File: src/rtl/rps_match_scorer_if.sv
// Handshake and status bundle between the round judge side and the match scorer.
// The master drives start and the round results; the slave returns ready and the match state.
interface rps_match_scorer_if #(
  parameter int SCORE_W = 4
);
  logic               start;
  logic               result_valid;
  logic [7:0]         result;
  logic               result_ready;
  logic [SCORE_W-1:0] p1_score;
  logic [SCORE_W-1:0] p2_score;
  logic [7:0]         tie_cnt;
  logic [7:0]         inv_cnt;
  logic [7:0]         round_cnt;
  logic               match_over;
  logic [1:0]         match_winner;
  logic [7:0]         match_code;
  logic               done_pulse;

  modport master (
    output start, result_valid, result,
    input  result_ready, p1_score, p2_score, tie_cnt, inv_cnt, round_cnt,
           match_over, match_winner, match_code, done_pulse
  );

  modport slave (
    input  start, result_valid, result,
    output result_ready, p1_score, p2_score, tie_cnt, inv_cnt, round_cnt,
           match_over, match_winner, match_code, done_pulse
  );
endinterface

File: src/rtl/rps_match_scorer.sv
// First-to-WIN_TARGET stone-paper-scissors match scorer, capped at MAX_ROUNDS rounds.
// Consumes judge result bytes over valid/ready and reports the match winner in ASCII.
module rps_match_scorer #(
  parameter int WIN_TARGET = 3,
  parameter int MAX_ROUNDS = 15,
  parameter int SCORE_W    = 4
) (
  input  logic                 clk,
  input  logic                 rst,
  rps_match_scorer_if.slave    sc_if
);

  typedef enum logic [1:0] {
    S_IDLE = 2'd0,
    S_PLAY = 2'd1,
    S_DONE = 2'd2
  } state_t;

  localparam logic [SCORE_W-1:0] WIN_T = SCORE_W'(WIN_TARGET);
  localparam logic [7:0]         MAX_R = 8'(MAX_ROUNDS);

  state_t             state_q, state_d;
  logic [SCORE_W-1:0] p1_q, p1_d;
  logic [SCORE_W-1:0] p2_q, p2_d;
  logic [7:0]         tie_q, tie_d;
  logic [7:0]         inv_q, inv_d;
  logic [7:0]         rnd_q, rnd_d;
  logic [1:0]         win_q, win_d;
  logic               pulse_q, pulse_d;
  logic               accept;

  function automatic logic [7:0] sat_inc8(input logic [7:0] v);
    return (v == 8'hFF) ? v : v + 8'd1;
  endfunction

  function automatic logic [7:0] win_code(input logic [1:0] w);
    case (w)
      2'b01:   return 8'd49;
      2'b10:   return 8'd50;
      default: return 8'd68;
    endcase
  endfunction

  assign accept = (state_q == S_PLAY) && sc_if.result_valid;

  always_comb begin
    state_d = state_q;
    p1_d    = p1_q;
    p2_d    = p2_q;
    tie_d   = tie_q;
    inv_d   = inv_q;
    rnd_d   = rnd_q;
    win_d   = win_q;
    pulse_d = 1'b0;
    unique case (state_q)
      S_IDLE, S_DONE: begin
        if (sc_if.start) begin
          p1_d    = '0;
          p2_d    = '0;
          tie_d   = 8'd0;
          inv_d   = 8'd0;
          rnd_d   = 8'd0;
          win_d   = 2'b00;
          state_d = S_PLAY;
        end
      end
      S_PLAY: begin
        if (accept) begin
          rnd_d = rnd_q + 8'd1;
          case (sc_if.result)
            8'd49:   p1_d  = p1_q + SCORE_W'(1);
            8'd50:   p2_d  = p2_q + SCORE_W'(1);
            8'd0:    tie_d = sat_inc8(tie_q);
            default: inv_d = sat_inc8(inv_q);
          endcase
          // Match end is judged on the post-increment values of this same round.
          if (p1_d == WIN_T) begin
            win_d   = 2'b01;
            state_d = S_DONE;
            pulse_d = 1'b1;
          end else if (p2_d == WIN_T) begin
            win_d   = 2'b10;
            state_d = S_DONE;
            pulse_d = 1'b1;
          end else if (rnd_d == MAX_R) begin
            win_d   = (p1_d > p2_d) ? 2'b01 : (p2_d > p1_d) ? 2'b10 : 2'b00;
            state_d = S_DONE;
            pulse_d = 1'b1;
          end
        end
      end
      default: state_d = S_IDLE;
    endcase
  end

  always_ff @(posedge clk) begin
    if (rst) begin
      state_q <= S_IDLE;
      p1_q    <= '0;
      p2_q    <= '0;
      tie_q   <= 8'd0;
      inv_q   <= 8'd0;
      rnd_q   <= 8'd0;
      win_q   <= 2'b00;
      pulse_q <= 1'b0;
    end else begin
      state_q <= state_d;
      p1_q    <= p1_d;
      p2_q    <= p2_d;
      tie_q   <= tie_d;
      inv_q   <= inv_d;
      rnd_q   <= rnd_d;
      win_q   <= win_d;
      pulse_q <= pulse_d;
    end
  end

  assign sc_if.result_ready = (state_q == S_PLAY);
  assign sc_if.p1_score     = p1_q;
  assign sc_if.p2_score     = p2_q;
  assign sc_if.tie_cnt      = tie_q;
  assign sc_if.inv_cnt      = inv_q;
  assign sc_if.round_cnt    = rnd_q;
  assign sc_if.match_over   = (state_q == S_DONE);
  assign sc_if.match_winner = (state_q == S_DONE) ? win_q : 2'b00;
  assign sc_if.match_code   = (state_q == S_DONE) ? win_code(win_q) : 8'd0;
  assign sc_if.done_pulse   = pulse_q;

endmodule

File: src/flat_wrapper.sv
// flat-port wrapper written by rule: the top's interface ports become plain ports
module rps_match_scorer_flat 
#(
  parameter int WIN_TARGET = 3,
  parameter int MAX_ROUNDS = 15,
  parameter int SCORE_W    = 4
)
  (clk, rst, sc_if_start, sc_if_result_valid, sc_if_result, sc_if_result_ready, sc_if_p1_score, sc_if_p2_score, sc_if_tie_cnt, sc_if_inv_cnt, sc_if_round_cnt, sc_if_match_over, sc_if_match_winner, sc_if_match_code, sc_if_done_pulse);
  rps_match_scorer_if #(.SCORE_W(SCORE_W)) sc_if_i ();
  input  logic clk;
  input  logic rst;
  input wire logic [$bits(sc_if_i.start)-1:0] sc_if_start;
  input wire logic [$bits(sc_if_i.result_valid)-1:0] sc_if_result_valid;
  input wire logic [$bits(sc_if_i.result)-1:0] sc_if_result;
  output wire logic [$bits(sc_if_i.result_ready)-1:0] sc_if_result_ready;
  output wire logic [$bits(sc_if_i.p1_score)-1:0] sc_if_p1_score;
  output wire logic [$bits(sc_if_i.p2_score)-1:0] sc_if_p2_score;
  output wire logic [$bits(sc_if_i.tie_cnt)-1:0] sc_if_tie_cnt;
  output wire logic [$bits(sc_if_i.inv_cnt)-1:0] sc_if_inv_cnt;
  output wire logic [$bits(sc_if_i.round_cnt)-1:0] sc_if_round_cnt;
  output wire logic [$bits(sc_if_i.match_over)-1:0] sc_if_match_over;
  output wire logic [$bits(sc_if_i.match_winner)-1:0] sc_if_match_winner;
  output wire logic [$bits(sc_if_i.match_code)-1:0] sc_if_match_code;
  output wire logic [$bits(sc_if_i.done_pulse)-1:0] sc_if_done_pulse;
  assign sc_if_i.start = sc_if_start;
  assign sc_if_i.result_valid = sc_if_result_valid;
  assign sc_if_i.result = sc_if_result;
  assign sc_if_result_ready = sc_if_i.result_ready;
  assign sc_if_p1_score = sc_if_i.p1_score;
  assign sc_if_p2_score = sc_if_i.p2_score;
  assign sc_if_tie_cnt = sc_if_i.tie_cnt;
  assign sc_if_inv_cnt = sc_if_i.inv_cnt;
  assign sc_if_round_cnt = sc_if_i.round_cnt;
  assign sc_if_match_over = sc_if_i.match_over;
  assign sc_if_match_winner = sc_if_i.match_winner;
  assign sc_if_match_code = sc_if_i.match_code;
  assign sc_if_done_pulse = sc_if_i.done_pulse;
  rps_match_scorer #(.WIN_TARGET(WIN_TARGET), .MAX_ROUNDS(MAX_ROUNDS), .SCORE_W(SCORE_W)) u_core (.clk(clk), .rst(rst), .sc_if(sc_if_i));
endmodule
File: config.mk
export PLATFORM = sky130hd
export DESIGN_NAME = rps_match_scorer_flat
export DESIGN_NICKNAME = d
export VERILOG_FILES = /design/src/rtl/rps_match_scorer_if.sv /design/src/rtl/rps_match_scorer.sv /design/src/flat_wrapper.sv
export SDC_FILE = /design/constraint.sdc
export NUM_CORES = 1
export LEC_CHECK = 0
export CAP_MARGIN = 10
export CORE_ASPECT_RATIO = 0.9
export CORE_MARGIN = 2
export CORE_UTILIZATION = 40
export DETAILED_ROUTE_END_ITERATION = 10
export PLACE_DENSITY = 0.67
export REMOVE_ABC_BUFFERS = 1
export SLEW_MARGIN = 20
export SYNTH_ARGS = -nofsm -noshare
export SYNTH_HDL_FRONTEND = slang
export SYNTH_SLANG_ARGS = --single-unit
File: constraint.sdc
create_clock -name clk -period 7.17 [get_ports clk]
set_input_delay 1.434 -clock clk [delete_from_list [all_inputs] [get_ports clk]]
set_output_delay 1.434 -clock clk [all_outputs]
set_load 0.01 [all_outputs]
After elaboration in Yosys (flattened, before gate mapping)
Index checks and enable logic that the tools add are counted.

Bits in registers: 37. Input bits: 12.

Add/subtract/negate cells: 5. Magnitude comparators: 2. Eq/ne operators: 18. Multiplexer cells: 42. Bitwise operators: 2. Reductions and logical operators: 12.

Operator list (number): 8-bit 2-to-1 mux (8); 8-bit one-hot mux with 2 select lines (3); 4-bit 2-to-1 mux (9); 2-bit 2-to-1 mux (13); 8-bit by 1-bit adder with 8-bit output (second input constant) (3); 8-bit by 6-bit equality test with 1-bit output (second input constant) (2); 8-bit equality test (second input constant) (2); 4-bit one-hot mux with 2 select lines (2); 7-bit one-hot mux with 2 select lines (1); 5-bit AND reduction (2); 4-bit by 1-bit adder with 4-bit output (second input constant) (2); 4-bit by 2-bit equality test with 1-bit output (second input constant) (2); 8-bit by 4-bit equality test with 1-bit output (second input constant) (1); 4-bit greater-than comparator (2); 8-bit zero test (1); 2-bit != test (second input constant) (4); 2-bit one-hot mux with 2 select lines (2); 7-bit 2-to-1 mux (1); 3-bit AND reduction (2); 3-bit OR reduction (2); 2-bit by 1-bit equality test with 1-bit output (second input constant) (2); 2-bit equality test (second input constant) (2); 2-bit by 1-bit != test with 1-bit output (second input constant) (2); 4-bit by 1-bit != test with 1-bit output (second input constant) (1); 7 further kinds (10).

Logic depth before layout (Yosys ltp)
Gate-level depths: netlist (run 1).

Word-level depth: 12. Mapped depth: 10. Gate-level depth less buffers: 9.

Worst setup path before layout (run 1)
No wires, ideal clock.

Path kind: input port to flip-flop. From: in sc_if_result[3]. To: reg u_core.win_q[0]. Data arrival time: 3664 ps. Required time: 7048 ps. Path slack: 3384 ps. Cell stages on the path: 9. Path buffers: 0. Cell sequence: or4_4 nor3_4 and4_2 xnor2_1 ha_1 nand2_1 a221oi_1 a211o_1 a221o_1.

Word-level cells in the longest chain between the ends: 11. Elaborated cells between the ends (all ways): 19.

RTL lines: from (decl) (line flat_wrapper.sv:14) `input wire logic [$bits(sc_if_i.result)-1:0] sc_if_result;`; 8-bit by 6-bit equality test with 1-bit output (line rps_match_scorer.sv:70) `case (sc_if.result)`; 4-bit 2-to-1 mux (line rps_match_scorer.sv:70); 4-bit 2-to-1 mux (line rps_match_scorer.sv:68) `if (accept) begin`; 4-bit 2-to-1 mux (line rps_match_scorer.sv:55) `unique case (state_q)`; 4-bit greater-than comparator (line rps_match_scorer.sv:86) `win_d = (p1_d > p2_d) ? 2'b01 : (p2_d > p1_d) ? 2'b10 : 2'b00;`; 2-bit 2-to-1 mux (line rps_match_scorer.sv:86); 2-bit 2-to-1 mux (line rps_match_scorer.sv:85) `end else if (rnd_d == MAX_R) begin`; 2-bit 2-to-1 mux (line rps_match_scorer.sv:81) `end else if (p2_d == WIN_T) begin`; 2-bit 2-to-1 mux (line rps_match_scorer.sv:77) `if (p1_d == WIN_T) begin`; 2-bit 2-to-1 mux (line rps_match_scorer.sv:68); 2-bit one-hot mux with 2 select lines (line rps_match_scorer.sv:55); to (signal assigned) (line rps_match_scorer.sv:113) `win_q <= win_d;`; to (decl) (line rps_match_scorer.sv:28) `logic [1:0] win_q, win_d;`.

Parallel ways exist; a longest one is shown, timed or not. The select of a mux whose other input is x is not followed. A chain may end at the register's enable or synchronous reset.

Worst setup path in the final report (run 1)
Ends and elaborated chain as after synthesis.

==> out/metrics.cfg, run 1 <==
[cts]
tritoncts=built
holdBufCountCts=0
clock_path_buffers=2
clk_root_buffer_cell=clkbuf_8
worst_setup_hold_path_clk_slew_ns=0.08
cts_buffers=5
htree_num_levels=2
cts_sinks=37
worst_skew_pair.late_latency_ns=0.29
cts_setup_buffers=0
resize_count_post_cts=0

[timing]
achievable-frequency_mhz=245
fin_crit_sh_pct=56.9
slew_viol_final=0
min_period_ns=4.08
hold_viol_final=0
fin_skew_ns=0.00745
timing.max_slew.rel_slack_pct=45.5
tightest_slew_ns=0.814
unrepaired_setup_endpoints_after_global_routing=no
totalNegativeSetupSlack_ns=0
timing.final.setup_violations=0

[setup_path]
crit_chain=clkdlybuf4s50_1, or4_4, nor3_4, and4_2, xnor2_1, ha_1, nand2_1, a221oi_1, a211o_1, a221o_1
reg2reg_depth=7
r2r_setup_slack_ns=4.76
crit_required_ns=7.35
worst-endpoint-arrival_ns=4.26
critical_path.startpoint_type=input pin
critPathSlowestCell=or4_4
kind_of_end_point_of_the_critical_path=flip-flop
critical_path_class=input pin to flip-flop
critical_path.reg2reg.endpoint=u_core.sc_if.inv_cnt[4]
crit_path_end=u_core.win_q[0]
worst_r2r_startpoint=u_core.state_q[0]
critical_path.max_fanout=7
crit_start=sc_if_result[3]
cp_slowest_stage_delay_ns=0.59

[run_status]
status=finished, final reports clean

[route]
post_drt_via_cell_ratio=5.33
detail-route-antenna-nets=0
route.vias.total=2109
drt-wirelength-per-cell_um=13.9
wirelength_um=5520
drt-initial-drc-count=72
firstDrtPassIters=4
residual_drc=0

[logic_synthesis]
synth.ff_latch_count=37
ys.flop_type=dfxtp_1
synth_sequential_area_ratio_pct=32.9
synth_cell_type_count=51
syn_inst=281
mappedNetlistArea_um2=2250
async_set_reset_flop_share_out_of_synthesis_pct=0
synth.avg_cell_area_um2=8.01
yosysWarnings=0
synth_edf_count=0

[die]
fp.dieH_um=75.2
floorplan.io_pins=57
floorplan.rows=25
core_area_um2=5350
initial_core_util_pct=42.1
chipWidth_um=83.1
fp.dieArea_um2=6240

[hold_path]
holdPathStages=2
hold_path_class=flip-flop to flip-flop

[cells_and_area]
post_layout_nonfiller_instances=396
drive_above_1_share_pct=5.17
antenna_cells=0
commonest_cells_after_routing_fill_and_taps_aside=54 x clkdlybuf4s50_1, 47 x nor2_1, 37 x dfxtp_1, 21 x nand2_1, 18 x a21oi_1
area.growth.synth_to_final_pct=29.2
nets=350
mostFrequentLayoutCell=clkdlybuf4s50_1

[placed_design]
place_congestion=0.786
io_port_bufs=54
placed_cells_incl_taps=388
detailedPlacementHpwl_um=4040

[job]
maxCapViolations=0

[grt]
pin_count_of_the_biggest_net_entering_global_routing=28
grt_antenna_before_repair=0
globalRoute.totalOverflow=0
track_usage_pct=17.3
grt_pass1_wl_um=8650
vias_in_the_first_global_route=1843

[power]
cellPowerDensity_nw_per_um2=141
leakagePower_nw=1.01
worst_ir_drop_vdd_uv=94.5
report.power.total_mw=0.410

-- synth_stat cells (all sizes together), types with 2 or more instances --
cell type / count / area share [%]
nand2: 21 / 3.5
nor3: 7 / 2.1
inv: 7 / 1.2
ha: 10 / 5.6
nor2b: 4 / 1.1
nor4b: 4 / 1.6
a21oi: 18 / 4.0
dfxtp: 37 / 33
nand3: 11 / 2.4
xnor2: 12 / 4.7
clkbuf: 9 / 1.5
and2: 8 / 2.2
a31oi: 5 / 1.4
nor2: 47 / 7.8
nand2b: 4 / 1.1
and4: 3 / 1.2
nor3b: 5 / 1.7
xor2: 10 / 4.2
buf: 7 / 2.1
mux2i: 5 / 2.2
nor4: 5 / 2.1
o21ai: 9 / 2.0
and3: 2 / 0.56
a32oi: 2 / 0.78
nand4: 8 / 2.2
a311oi: 3 / 1.2
-- through the flow --
| stage | instance area (um2) | utilization [%] | setup WS, ns | hold slack (ns) |
|---|---|---|---|---|
| final | 2910 | 54.4 | 3.09 | 0.512 |
| after global routing | 2910 | 54.4 | 2.95 | 0.539 |
| after CTS | 2910 | 54.4 | 3.10 | 0.524 |
| after detailed placement | 2810 | 52.5 | 2.81 | 0.513 |
| after global placement | 2810 | 52.5 | 2.88 | 0.498 |
| after floorplan | 2170 | - | 3.38 | 0.470 |
-- cell type report --
class | instances | area [um2]
timing repair buffer | 55 | 548
clock buffer | 7 | 96.3
sequential | 37 | 741
clock inverter | 1 | 5.00
fill | 508 | 2440
tap | 67 | 83.8
multi-input combinational | 222 | 1410
inverter | 7 | 26.3
-- how the worst min path moves through the flow --
stage                       startpoint                 endpoint  slack [ns]
6_report       u_core.sc_if.tie_cnt[1]  u_core.sc_if.tie_cnt[1]        0.51
5_1_grt        u_core.sc_if.tie_cnt[1]  u_core.sc_if.tie_cnt[1]        0.54
4_1_cts        u_core.sc_if.tie_cnt[1]  u_core.sc_if.tie_cnt[1]        0.52
3_5_place_dp           u_core.win_q[1]          u_core.win_q[1]        0.51
3_3_place_gp   u_core.sc_if.tie_cnt[1]  u_core.sc_if.tie_cnt[1]        0.50
2_1_floorplan          u_core.win_q[1]          u_core.win_q[1]        0.47
-- logic make-up (layout without fill, tap and decap cells) --
group | after synthesis | after routing | share of synthesized area, %
muxes | 6 | 6 | 2.72
DFF | 37 | 37 | 32.9
adders and majority gates | 10 | 10 | 5.56
other | 1 | 2 | 0.167
buffers and inverters | 23 | 70 | 4.72
and+or+nand+nor | 135 | 135 | 31.9
AOI/OAI and AO/OA | 47 | 47 | 13.2
xor gates and xnor gates | 22 | 22 | 8.89
-- flip-flops by register name, summed over array words and instances, names as in the netlist --
register,flops
u_core.win_q,2
u_core.sc_if.p1_score,4
u_core.sc_if.round_cnt,8
u_core.state_q,2
u_core.sc_if.p2_score,4
u_core.sc_if.done_pulse,1
u_core.sc_if.inv_cnt,8
u_core.sc_if.tie_cnt,8
-- per-layer routing --
| metal | vias to the layer above | track usage (%) | wire length [um] | share of wire, % |
|---|---|---|---|---|
| met4 | 0 | 4.92 | 68 | 1.2 |
| li1 | 1085 | - | - | - |
| met3 | 9 | 3.73 | 229 | 4.1 |
| met1 | 960 | 22.6 | 2700 | 49 |
| met2 | 55 | 29.4 | 2520 | 46 |
| met5 | - | 0 | 0 | 0 |
-- power breakdown --
group | switching, mW | internal (mW) | total, mW
registers | 0.00222 | 0.207 | 0.209
clock network | 0.0746 | 0.0869 | 0.161
logic | 0.0250 | 0.0142 | 0.0391
total | 0.102 | 0.308 | 0.410
-- worst max-delay path: cells and delay by family --
| kind | cells | cell delay [ns] |
|---|---|---|
| XOR/XNOR | 1 | 0.14 |
| buffers and inverters | 1 | 0.41 |
| AND/OR/NAND/NOR | 4 | 1.29 |
| adder cells (fa/ha/maj) | 1 | 0.28 |
| AO/OA/AOI/OAI | 3 | 0.70 |
No activity file was read; power rests on OpenSTA's default activity.
==> inputs of run 2 (changes only) <==
Settings changed: PLACE_DENSITY 0.67 to 0.7.
Clock period 7.17 ns to 3.29 ns, I/O delays scaled along.
==> run 2 against run 1 <==
Net effect: global-route usage rose by 1.2 points; final cell count is 3.3% higher; non-clock buffer count rose by 13; utilization is 1.6 points higher; clock power increased by 100%; count of clock-buffer cells in the layout decreased by 1.
==> out/metrics.cfg, run 2 (same netlist as run 1, synthesis figures left out) <==
[timing]
totalNegativeSetupSlack_ns=0
min_period_ns=3.12
hold_viol_final=0
timing.max_slew.rel_slack_pct=45.3
fin_skew_ns=0.00610
slew_viol_final=0
tightest_slew_ns=0.817
worst_hold_slack_ns=0.524
unrepaired_setup_endpoints_after_global_routing=no
fin_crit_sh_pct=94.8
timing.final.setup_violations=0
achievable-frequency_mhz=321

[cells_and_area]
area.sequential_um2=741
area.growth.synth_to_final_pct=32.9
drive_above_1_share_pct=8.48
commonest_cells_after_routing_fill_and_taps_aside=54 x clkdlybuf4s50_1, 47 x nor2_1, 37 x dfxtp_1, 21 x nand2_1, 18 x a21oi_1
nets=363
final_design_area_no_fill_um2=2990
nFillCells=507
antenna_cells=0
mostFrequentLayoutCell=clkdlybuf4s50_1
multi_input_comb_area_um2=1410

[setup_path]
kind_of_end_point_of_the_critical_path=flip-flop
critical_path.startpoint_type=input pin
crit_required_ns=3.47
critical_path_class=input pin to flip-flop
r2r_setup_slack_ns=1.01
worst-endpoint-arrival_ns=3.30
worst_r2r_startpoint=u_core.sc_if.p2_score[0]
reg2reg_depth=9
critical_path.max_fanout=2
critical_path.reg2reg.endpoint=u_core.win_q[0]

[power]
power.internal_mw=0.637
worst_ir_drop_vdd_uv=199
cellPowerDensity_nw_per_um2=291
p_clk_share_pct=37.2
comb_power_share_pct=10.5
net-switching-power_mw=0.234
swShare_pct=26.8
leakagePower_nw=1.06
seq_power_share_pct=52.3

[cts]
htree_num_levels=2
worst_skew_pair.late_latency_ns=0.29
clk_root_buffer_cell=clkbuf_8
cts_sinks=37
cts_setup_buffers=0
resize_count_post_cts=0
holdBufCountCts=0
cts_buffers=5
clock_path_buffers=2
tritoncts=built
worst_setup_hold_path_clk_slew_ns=0.08

[die]
core_area_um2=5350
floorplan.io_pins=57
floorplan.rows=25
initial_core_util_pct=42.1
fp.dieArea_um2=6240
chipWidth_um=83.1
fp.dieH_um=75.2

[route]
post_drt_via_cell_ratio=5.39
wirelength_um=5610
detail-route-antenna-nets=0
firstDrtPassIters=4
route.vias.total=2206
residual_drc=0
drt-wirelength-per-cell_um=13.7
drt-initial-drc-count=138

[grt]
track_usage_pct=18.5
pin_count_of_the_biggest_net_entering_global_routing=27
vias_in_the_first_global_route=1983
globalRoute.totalOverflow=0
grt_pass1_wl_um=9440
grt_antenna_before_repair=0

[placed_design]
io_port_bufs=54
detailedPlacementHpwl_um=4070
place_congestion=0.843
detailed_place.area_um2=2900

[hold_path]
hold_path_class=flip-flop to flip-flop
hp-start=u_core.sc_if.inv_cnt[1]
holdPathStages=2
whs_endpoint=u_core.sc_if.inv_cnt[1]

[job]
maxCapViolations=0

[run_status]
status=finished, final reports clean

run 2: worst max path at each step:
stage	start	end	slack, ns	cells after the start
3_5_place_dp	sc_if_result[3]	u_core.win_q[0]	-0.12	10
4_1_cts	sc_if_result[3]	u_core.win_q[0]	0.17	10
3_3_place_gp	sc_if_result[3]	u_core.win_q[0]	-0.04	10
2_1_floorplan	sc_if_result[3]	u_core.win_q[0]	0.28	9
5_1_grt	sc_if_result[3]	u_core.win_q[0]	0.06	10
6_report	sc_if_result[3]	u_core.win_q[0]	0.17	10
run 2: stage by stage:
stage | power, mW | util [%] | setup WS (ns) | cells
3_5_place_dp | 0.557 | 54.3 | -0.120 | 401
4_1_cts | 0.880 | 55.9 | 0.171 | 409
3_3_place_gp | 0.555 | 54.3 | -0.0353 | 401
2_1_floorplan | 0.506 | - | 0.280 | 266
5_1_grt | 0.906 | 55.9 | 0.0631 | 409
6_report | 0.870 | 55.9 | 0.173 | 409
run 2: final cells by class:
class | count | area share [%]
flip-flops and latches | 37 | 24.8
inverters | 7 | 0.878
clock inverters | 2 | 0.502
repair buffers | 68 | 21.6
well taps | 67 | 2.80
clock buffers | 6 | 2.43
multi-input cells | 222 | 47.1
run 2: metal layers:
layer | routed length [um] | track usage (%) | part of all wire [%] | vias up
li1 | - | - | - | 1109
met1 | 2740 | 25.4 | 49 | 1025
met2 | 2480 | 29.7 | 44 | 66
met3 | 334 | 4.17 | 6.0 | 6
met4 | 59 | 5.46 | 1.1 | 0
met5 | 0 | 0 | 0 | -
run 2: power groups by stage:
stage	clock network, mW	registers [mW]	logic (mW)
after floorplan	0	0.466	0.0399
after global placement	0	0.466	0.0894
after detailed placement	0	0.466	0.0907
after CTS	0.333	0.455	0.0915
after global routing	0.349	0.456	0.101
final	0.323	0.455	0.0914
run 2: worst max-delay path: stages:
cell and delay (ns):
clkdlybuf4s50_1 0.42, or4_4 0.57, nor3_4 0.19, and4_2 0.25, xnor2_1 0.15, ha_1 0.29
nand2_1 0.08, a221oi_1 0.05, a211o_1 0.31, a221o_1 0.32
==> patch 1, RTL diff (settings of run 2) <==
The 3 states of `state_t` get a one-hot encoding in 3 bits.
--- a/src/rtl/rps_match_scorer.sv
+++ b/src/rtl/rps_match_scorer.sv
@@ -12,6 +12,6 @@
 
-  typedef enum logic [1:0] {
-    S_IDLE = 2'd0,
-    S_PLAY = 2'd1,
-    S_DONE = 2'd2
+  typedef enum logic [2:0] {
+    S_IDLE = 3'b001,
+    S_PLAY = 3'b010,
+    S_DONE = 3'b100
   } state_t;
Formal check against the unedited RTL: no difference found for any inputs over 10 cycles, from zero or initial values and one cycle with rst high; not proved beyond that.
==> patch 1 against run 2 <==
Setup slack improved by 0.038 ns; design area increased by 1.5%; via count increased by 1.1%; wire length increased by 1.6%; power increased by 0.24%; synthesized area increased by 0.72%; sequential cell count increased by 1; count of clock-buffer cells in the layout increased by 1; highest routed layer unchanged; critical endpoint unchanged; cell count increased by 3.2%.
==> patch 1: results (changes against run 2) <==
pwr-share-comb_pct: 8.3  # -2.2 points
hp-class: "reg2reg"
clockPowerShare_pct: 38.3  # +1.1 points
fill_cells: 492  # -3.0%
stdcell_count: 422  # +3.2%
yosys-top-cells-area: "dfxtp_1, nor2_1, xnor2_1"
dp.cells: 414  # +3.2%
worstMarginPinSlew_ns: 0.5956  # -0.2216 ns
synth_common_cells: "nor2_1, dfxtp_1, nand2_1, a21oi_1, nor3_1"
hold_ws_ns: 0.4884  # -0.03550 ns
nets: 376  # +3.6%
synth_cell_types: 48  # -5.9%
r2r_setup_slack_ns: 1.07  # +0.06 ns
r2r_start: "u_core.sc_if.round_cnt[0]"
hold_start: "u_core.win_q[1]"
grt_max_degree: 18  # -33%
p_per_area_nw_per_um2: 287.4  # -1.2%
status: "finished, final reports clean"
setup_slack_ns: 0.2105  # +0.03789 ns
worst_path_max_delay_cell: "or4_4"
syn_avg_cell_area_um2: 7.845  # -2.1%
path_max_fanout: 3  # +1
grt_pass1_vias: 2054  # +3.6%
antenna_found_initial: 0  # unchanged
routed_wl_mm: 5.696  # +1.6%
yosysSeqAreaShare_pct: 33.55  # +0.65 points
grt_pass1_wl_mm: 9.342  # -1.0%
drive_gt1_share_pct: 9.296  # +0.82 points
worst_clock_skew_ns: 0.004775  # -0.001324 ns
cts_sinks: 38  # +2.7%
initialDrtViolationCount: 79  # -43%
register_area_um2: 760.7  # +2.7%
peakVddDrop_v: 0.0002519  # +26%
critical_path_arrival_ns: 3.27  # -0.03 ns
p_sw_mw: 0.2124  # -9.1%
reg2reg_depth: 7  # -2
portBuffers: 54  # unchanged
min_to: "u_core.win_q[1]"
dr_total_vias: 2230  # +1.1%
cp_slowest_stage_delay_ns: 0.58
leakage_nw: 1.088  # +2.7%
place_hpwl_mm: 4.199  # +3.1%
pre_cts_ws_ns: -0.1046  # +0.01559 ns
cts_inserted_buffers: 5  # unchanged
placed_area_um2: 2944  # +1.4%
gp_congestion: 0.9014  # +6.9%
track_usage_pct: 18.20  # -0.33 points
-- patch 1: tightest hold or removal path, cell delays in order, from the launching register on --
cell and delay [ns]:
dfxtp_1 0.32, nand3_1 0.06, o31ai_1 0.06
-- patch 1: cell type report --
type                    count  share of cell area (%)
multi-input cells         233                   46.66
inverters                   6                  0.7420
well taps                  67                   2.762
flip-flops and latches     38                   25.06
clock buffers               7                   2.844
repair buffers             70                   21.76
clock inverters             1                  0.1649
-- patch 1: logic make-up after synthesis --
| kind of cell | synth area share (%) |
|---|---|
| AOI/OAI and AO/OA | 13.63 |
| xor gates and xnor gates | 9.217 |
| adders and majority gates | 5.519 |
| buffers and inverters | 4.139 |
| DFF | 33.55 |
| muxes | 1.987 |
| other | 0.1654 |
| and+or+nand+nor | 31.79 |
-- patch 1: metal layers --
metal | vias to the layer above | wire [um] | track usage [%]
met4 | 0 | 51 | 5.829
met1 | 1033 | 2714 | 23.18
li1 | 1148 | - | -
met5 | - | 0 | 0
met3 | 6 | 208 | 3.467
met2 | 43 | 2721 | 31.90
==> patch 2, RTL diff (config.mk and constraints of run 2) <==
Without the edit above. `SCORE_W` is set to 4 in 3 places; all go to 6.
--- a/src/rtl/rps_match_scorer_if.sv
+++ b/src/rtl/rps_match_scorer_if.sv
@@ -3,3 +3,3 @@
 interface rps_match_scorer_if #(
-  parameter int SCORE_W = 4
+  parameter int SCORE_W = 6
 );
--- a/src/rtl/rps_match_scorer.sv
+++ b/src/rtl/rps_match_scorer.sv
@@ -5,3 +5,3 @@
   parameter int MAX_ROUNDS = 15,
-  parameter int SCORE_W    = 4
+  parameter int SCORE_W    = 6
 ) (
--- a/src/flat_wrapper.sv
+++ b/src/flat_wrapper.sv
@@ -5,3 +5,3 @@
   parameter int MAX_ROUNDS = 15,
-  parameter int SCORE_W    = 4
+  parameter int SCORE_W    = 6
 )
Interface: changed (resized sc_if_p1_score and sc_if_p2_score); port bits go from 57 to 61. The function was not compared with the original's and may differ.
==> patch 2 against run 2 <==
Setup slack worse by 0.039 ns; synthesized area grew 14%; wire length rose by 22%; design area up 16%; maximum frequency shrank 1.2%; sequential cell count is 4 higher; power increased by 9.1%; core utilization up 0.56 points; sequential share of layout area fell by 1.1 points; critical endpoint is now u_core.win_q[1]; largest power group unchanged; highest routed layer unchanged.
==> patch 2: results (changes against run 2) <==
status: "finished, final reports clean"
wl_met2_mm: 3.258  # +32%
crit_path_end: "u_core.win_q[1]"
grt_pass1_wl_mm: 10.66  # +13%
vias_per_cell: 5.357  # -0.67%
syn_avg_cell_area_um2: 7.896  # -1.4%
r2r_start: "u_core.sc_if.p1_score[0]"
clockPowerShare_pct: 37.3  # about the same
pre_cts_ws_ns: -0.2294  # -0.1092 ns
wl_met1_mm: 3.268  # +19%
use_met2_pct: 31.28  # +1.6 points
dp.cells: 476  # +19%
leakage_nw: 1.292  # +22%
grt_pass1_vias: 2304  # +16%
final_area_um2: 3473  # +16%
internal-power_mw: 0.6867  # +7.9%
synth_common_cells: "nor2_1, dfxtp_1, a21oi_1, nand2_1, o21ai_0"
placed_area_um2: 3347  # +15%
critical_path_arrival_ns: 3.36  # +0.06 ns
nets: 421  # +16%
place_hpwl_mm: 4.969  # +22%
cp_slowest_stage_delay_ns: 0.45  # -0.12 ns
grt_max_degree: 29  # +7.4%
grt.met3_usage_pct: 2.896  # -1.3 points
clock_latency_ns: 0.31  # +0.02 ns
hold_start: "u_core.win_q[0]"
worst_clock_skew_ns: 0.01066  # +0.004561 ns
gp_congestion: 0.8556  # +1.4%
pwr-share-comb_pct: 9.8  # -0.7 points
hold_ws_ns: 0.5076  # -0.01624 ns
track_usage_pct: 19.12  # +0.59 points
wl_per_cell_um: 14.15  # +3.2%
slew_headroom_pct: 48.26  # +2.9 points
p_sw_mw: 0.2624  # +12%
cp_top_family: "simple AND/OR/NAND/NOR gates"
drive_gt1_share_pct: 10.58  # +2.1 points
dr_total_vias: 2593  # +18%
fin_crit_sh_pct: 95.94  # +1.2 points
portBuffers: 58  # +7.4%
yosysSeqAreaShare_pct: 31.98  # -0.92 points
initialDrtViolationCount: 134  # -2.9%
patch 2: changes by cell type after synthesis, moves of 5 or more:
cell,change
o21ai_0,+10
nand3_1,+5
a21oi_1,+9
or3_1,+5
patch 2: cells by family (layout without fill, tap and decap cells):
logic type / Yosys count / count (layout) / share of synthesized area, %
DFF: 41 / 41 / 31.98
xor gates and xnor gates: 27 / 27 / 9.215
AOI/OAI and AO/OA: 69 / 69 / 17.85
muxes: 1 / 1 / 0.3901
other: 1 / 2 / 0.1461
and+or+nand+nor: 147 / 147 / 29.40
buffers and inverters: 26 / 97 / 4.681
adders and majority gates: 13 / 13 / 6.339
patch 2: final cells by class:
cell class / instances / area [um^2]
Fill cell: 590 / 2675
Inverter: 10 / 37.54
Clock inverter: 3 / 25.02
Timing Repair Buffer: 79 / 758.2
Clock buffer: 5 / 68.82
Tap cell: 87 / 108.9
Sequential cell: 41 / 820.8
Multi-Input combinational cell: 259 / 1654
